### src/rtl/matrix_operand_loader.sv
`default_nettype none
// ============================================================================
// Module   : matrix_operand_loader
// Brief    : Collects eight operand words from a valid/ready stream into
//            2x2 matrices A and B and presents them with a valid/ack handshake.
//            Define LOADER_TRANSPOSE_B_EN to store matrix B transposed.
// Revision : 1.0 - initial release
// ============================================================================
module matrix_operand_loader #(
    parameter int WORD_W = 32
) (
    input  logic              clk,
    input  logic              rst,
    input  logic [WORD_W-1:0] in_data,
    input  logic              in_valid,
    output logic              in_ready,
    input  logic              clear,
    output logic [WORD_W-1:0] arr1_0,
    output logic [WORD_W-1:0] arr1_1,
    output logic [WORD_W-1:0] arr1_2,
    output logic [WORD_W-1:0] arr1_3,
    output logic [WORD_W-1:0] arr2_0,
    output logic [WORD_W-1:0] arr2_1,
    output logic [WORD_W-1:0] arr2_2,
    output logic [WORD_W-1:0] arr2_3,
    output logic              mats_valid,
    input  logic              mats_ack,
    output logic [3:0]        load_cnt
);

    typedef enum logic [1:0] {
        S_IDLE   = 2'd0,
        S_LOAD_A = 2'd1,
        S_LOAD_B = 2'd2,
        S_FULL   = 2'd3
    } state_t;

    localparam logic [3:0] c_CNT_A_LAST = 4'd3;
    localparam logic [3:0] c_CNT_B_LAST = 4'd7;

    state_t            r_state;
    state_t            w_state_nxt;
    logic [3:0]        r_load_cnt;
    logic [3:0]        w_load_cnt_nxt;
    logic              r_mats_valid;
    logic [WORD_W-1:0] r_arr1 [4];
    logic [WORD_W-1:0] r_arr2 [4];
    logic              w_loading;
    logic              w_clear;
    logic              w_xfer;
    logic [1:0]        w_b_idx;

    assign w_loading = (r_state == S_LOAD_A) || (r_state == S_LOAD_B);
    assign w_clear   = clear && (r_state != S_IDLE);
    // A clear in the same cycle drops the offered word
    assign w_xfer    = in_valid && w_loading && !w_clear;

`ifdef LOADER_TRANSPOSE_B_EN
    // Swapping the index bits turns column-major arrival into row-major storage
    assign w_b_idx = {r_load_cnt[0], r_load_cnt[1]};
`else
    assign w_b_idx = r_load_cnt[1:0];
`endif

    always_comb begin
        w_state_nxt    = r_state;
        w_load_cnt_nxt = r_load_cnt;
        case (r_state)
            S_IDLE: begin
                w_state_nxt    = S_LOAD_A;
                w_load_cnt_nxt = 4'd0;
            end
            S_LOAD_A: begin
                if (w_xfer) begin
                    w_load_cnt_nxt = r_load_cnt + 4'd1;
                    if (r_load_cnt == c_CNT_A_LAST) begin
                        w_state_nxt = S_LOAD_B;
                    end
                end
            end
            S_LOAD_B: begin
                if (w_xfer) begin
                    w_load_cnt_nxt = r_load_cnt + 4'd1;
                    if (r_load_cnt == c_CNT_B_LAST) begin
                        w_state_nxt = S_FULL;
                    end
                end
            end
            S_FULL: begin
                if (mats_ack) begin
                    w_state_nxt    = S_LOAD_A;
                    w_load_cnt_nxt = 4'd0;
                end
            end
            default: begin
                w_state_nxt    = S_IDLE;
                w_load_cnt_nxt = 4'd0;
            end
        endcase
        if (w_clear) begin
            w_state_nxt    = S_LOAD_A;
            w_load_cnt_nxt = 4'd0;
        end
    end

    always_ff @(posedge clk) begin
        if (rst) begin
            r_state      <= S_IDLE;
            r_load_cnt   <= 4'd0;
            r_mats_valid <= 1'b0;
            for (int i = 0; i < 4; i++) begin
                r_arr1[i] <= '0;
                r_arr2[i] <= '0;
            end
        end else begin
            r_state      <= w_state_nxt;
            r_load_cnt   <= w_load_cnt_nxt;
            r_mats_valid <= (w_state_nxt == S_FULL);
            if (w_xfer) begin
                if (!r_load_cnt[2]) begin
                    r_arr1[r_load_cnt[1:0]] <= in_data;
                end else begin
                    r_arr2[w_b_idx] <= in_data;
                end
            end
        end
    end

    assign in_ready   = w_loading;
    assign mats_valid = r_mats_valid;
    assign load_cnt   = r_load_cnt;
    assign arr1_0     = r_arr1[0];
    assign arr1_1     = r_arr1[1];
    assign arr1_2     = r_arr1[2];
    assign arr1_3     = r_arr1[3];
    assign arr2_0     = r_arr2[0];
    assign arr2_1     = r_arr2[1];
    assign arr2_2     = r_arr2[2];
    assign arr2_3     = r_arr2[3];

endmodule
`default_nettype wire
### config.mk
export PLATFORM = sky130hd
export DESIGN_NAME = matrix_operand_loader
export DESIGN_NICKNAME = d
export VERILOG_FILES = /design/src/rtl/matrix_operand_loader.sv
export SDC_FILE = /design/constraint.sdc
export NUM_CORES = 1
export LEC_CHECK = 0
export CAP_MARGIN = 20
export CORE_ASPECT_RATIO = 1.4
export CORE_MARGIN = 3
export CORE_UTILIZATION = 47
export CTS_CLUSTER_SIZE = 30
export DETAILED_ROUTE_END_ITERATION = 6
export PLACE_DENSITY = 0.85
export SLEW_MARGIN = 10
export SYNTH_ARGS = -nofsm -noshare
export SYNTH_HDL_FRONTEND = slang
export SYNTH_SLANG_ARGS = --single-unit
### constraint.sdc
create_clock -name clk -period 3 [get_ports clk]
set_clock_uncertainty 0.15 [all_clocks]
set_input_delay 0.45 -clock clk [delete_from_list [all_inputs] [get_ports clk]]
set_output_delay 0.45 -clock clk [all_outputs]
set_load 0.05 [all_outputs]
==> results.json <==
{
  "run_status": "finished clean",
  "setup_viol": 0,
  "clkPwrFrac_pct": 37.5,
  "power_density_mw_per_mm2": 591,
  "drtIter0Drc": 587,
  "ctsRootBufferMaster": "clkbuf_16",
  "ys_ff_latch": 263,
  "clock_latency_ns": 0.51,
  "firstDrtPassIters": 4,
  "grt_busiest_layer": "met2",
  "worst-path-buf-inv": 2,
  "syn_area_mm2": 0.0101,
  "ioPinCount": 299,
  "diodes": 0,
  "area_delta_synth_final_pct": 41.6,
  "layout_common_cells": "clkdlybuf4s50_1 (298), edfxtp_1 (256), and2_1 (168), and3_1 (65)",
  "rsz0062_at_grt": "false",
  "hp-class": "register to register",
  "fill_cells": 1366,
  "ctsResizeCount": 0,
  "maxCapViolCount": 0,
  "drc_errors": 0,
  "critPathCaptureType": "primary output",
  "ant_nets": 0,
  "p_leak_nw": 5.53,
  "critical_path.startpoint_type": "register",
  "grt_max_degree": 47,
  "path_max_fanout": 6,
  "max_freq_mhz": 357,
  "gp_congestion": 0.824,
  "routed-via-count": 6336,
  "layout-drive-gt1-share_pct": 10.9,
  "initial_core_util_pct": 48.5,
  "antenna_found_initial": 0,
  "grt_use_met2_pct": 42.8,
  "fp.dieW_um": 130,
  "grt.overflow.total": 0,
  "syn_inst": 618,
  "period_needed_ns": 2.80,
  "hold_viol": 0,
  "setup-tns-final_ns": 0,
  "async_flop_share_pct": 0,
  "htreeDepth": 1,
  "design_power_total_mw": 8.43,
  "slew_viol_final": 0,
  "port-buffer-count": 298,
  "viasPerCell": 5.27,
  "p_comb_share_pct": 12.6,
  "worstMarginPinSlew_ns": 0.605,
  "yosysSeqAreaShare_pct": 77.6,
  "core.rowCount": 62,
  "fin_crit_sh_pct": 93.4,
  "cp_top_family": "buffers and inverters",
  "die_area_mm2": 0.0233,
  "grtUsageMet3_pct": 4.17,
  "cts_setup_buffers": 0,
  "p_int_mw": 6.25,
  "max_stage_delay_ns": 0.82,
  "synthesis.nets": 660,
  "yosys_warnings": 0,
  "crit_type": "register to primary output",
  "grt_pass1_vias": 6520,
  "wl_um": 28600,
  "numCtsBuffers": 25,
  "swShare_pct": 25.8,
  "track_usage_pct": 24.3,
  "switchingPower_mw": 2.18,
  "met1_usage_pct": 29.2,
  "final_common_cell": "clkdlybuf4s50_1",
  "path_clk_slew_ns": 0.06,
  "post_synth_num_cell_types": 40,
  "cts_sinks": 263,
  "cts_hold_buf": 0,
  "p_seq_share_pct": 49.9,
  "coreArea_mm2": 0.0208,
  "synth-main-ff-cell": "edfxtp_1",
  "ir_drop_mv": 0.571,
  "slowest_stage": "clkdlybuf4s50_1",
  "path_cells": "inv_1, ha_1, clkdlybuf4s50_1",
  "drt-wirelength-per-cell_um": 23.8,
  "grt_pass1_wl_um": 42000,
  "die_height_um": 179,
  "nets": 969,
  "cts_buffer_depth": 3,
  "synth-edff-count": 256,
  "cp_data_required_time_ns": 2.40,
  "arrival_ns": 2.20,
  "relSlewSlack_pct": 59.6,
  "avgSynthCellArea_um2": 16.3,
  "hpwl_um": 19500,
  "cts_tree": "done"
}
registers in the layout (all words and copies together), names as in the netlist:
name	count
r_arr2	128
load_cnt	4
r_state	2
r_arr1	128
mats_valid	1
cells by family (layout without fill, tap and decap cells):
family	count (synthesis)	count (layout)	share of synthesized area, %
compound gates	17	17	1.23
simple gates	289	289	18.6
fa+ha+maj	5	5	0.621
flops	263	263	77.6
buf+inv	42	370	1.77
mux	1	1	0.0993
xor+xnor	1	1	0.0869
synthesized netlist by cell type, drive strengths merged (2+ instances only):
cell	instances	share of area (%)
a211oi	2	0.15
a21oi	2	0.099
a31o	2	0.17
and2	193	12
and3	65	4.0
buf	3	0.27
clkbuf	34	1.3
dfxtp	7	1.4
edfxtp	256	76
ha	5	0.62
inv	5	0.19
nand2	4	0.15
nand2b	2	0.12
nor2	5	0.19
nor2b	3	0.26
nor3	3	0.37
nor3b	2	0.31
nor4	3	0.19
o21ai	3	0.15
or2	5	0.31
metal layers:
layer | routed length (um) | part of all wire, % | vias up
li1 | - | - | 2843
met1 | 10200 | 35 | 3093
met2 | 15100 | 53 | 323
met3 | 1950 | 6.8 | 77
met4 | 1410 | 4.9 | 0
met5 | 0 | 0 | -
worst register-to-register path, delay by kind of cell, from the launching register on:
kind	cells	cell delay, ns
flip-flops	1	0.42
buffers and inverters	1	0.09
adder cells (fa/ha/maj)	1	0.36
AND/OR/NAND/NOR	4	1.36
worst paths after layout:
| path | cells past startpoint | slack, ns | end | start |
|---|---|---|---|---|
| worst min-delay path | 3 | 0.49 | load_cnt[3] | load_cnt[3] |
| worst min register to register | 3 | 0.49 | load_cnt[3] | load_cnt[3] |
| worst max register to register | 6 | 0.24 | r_arr1[1][11] | r_state[0] |
| worst max-delay path | 3 | 0.20 | in_ready | r_state[0] |
power by group through the flow:
stage                     Clock [mW]  Combinational, mW  Sequential, mW
after global placement             0               1.06            4.28
final                           3.16               1.07            4.21
after floorplan                    0              0.121            4.77
after CTS                       3.20               1.07            4.21
after global routing            3.36               1.10            4.22
after detailed placement           0               1.07            4.29
stage by stage:
stage	utilization (%)	setup WS, ns	hold WS, ns	area, um^2	instances
floorplan	-	0.0332	0.479	10100	618
global placement	64.7	0.253	0.468	13500	1156
detailed placement	64.7	0.194	0.480	13500	1156
CTS	68.7	0.193	0.491	14300	1202
global route	68.7	0.119	0.529	14300	1202
finish	68.7	0.197	0.493	14300	1202
layout make-up:
| type | count | area [um^2] | area share [%] |
|---|---|---|---|
| clock inverters | 20 | 186 | 1.31 |
| well taps | 256 | 320 | 2.24 |
| flip-flops and latches | 263 | 7830 | 54.8 |
| multi-input cells | 313 | 2100 | 14.7 |
| inverters | 5 | 18.8 | 0.131 |
| clock buffers | 26 | 629 | 4.41 |
| repair buffers | 319 | 3190 | 22.4 |
Power figures use the tool's default switching activity.
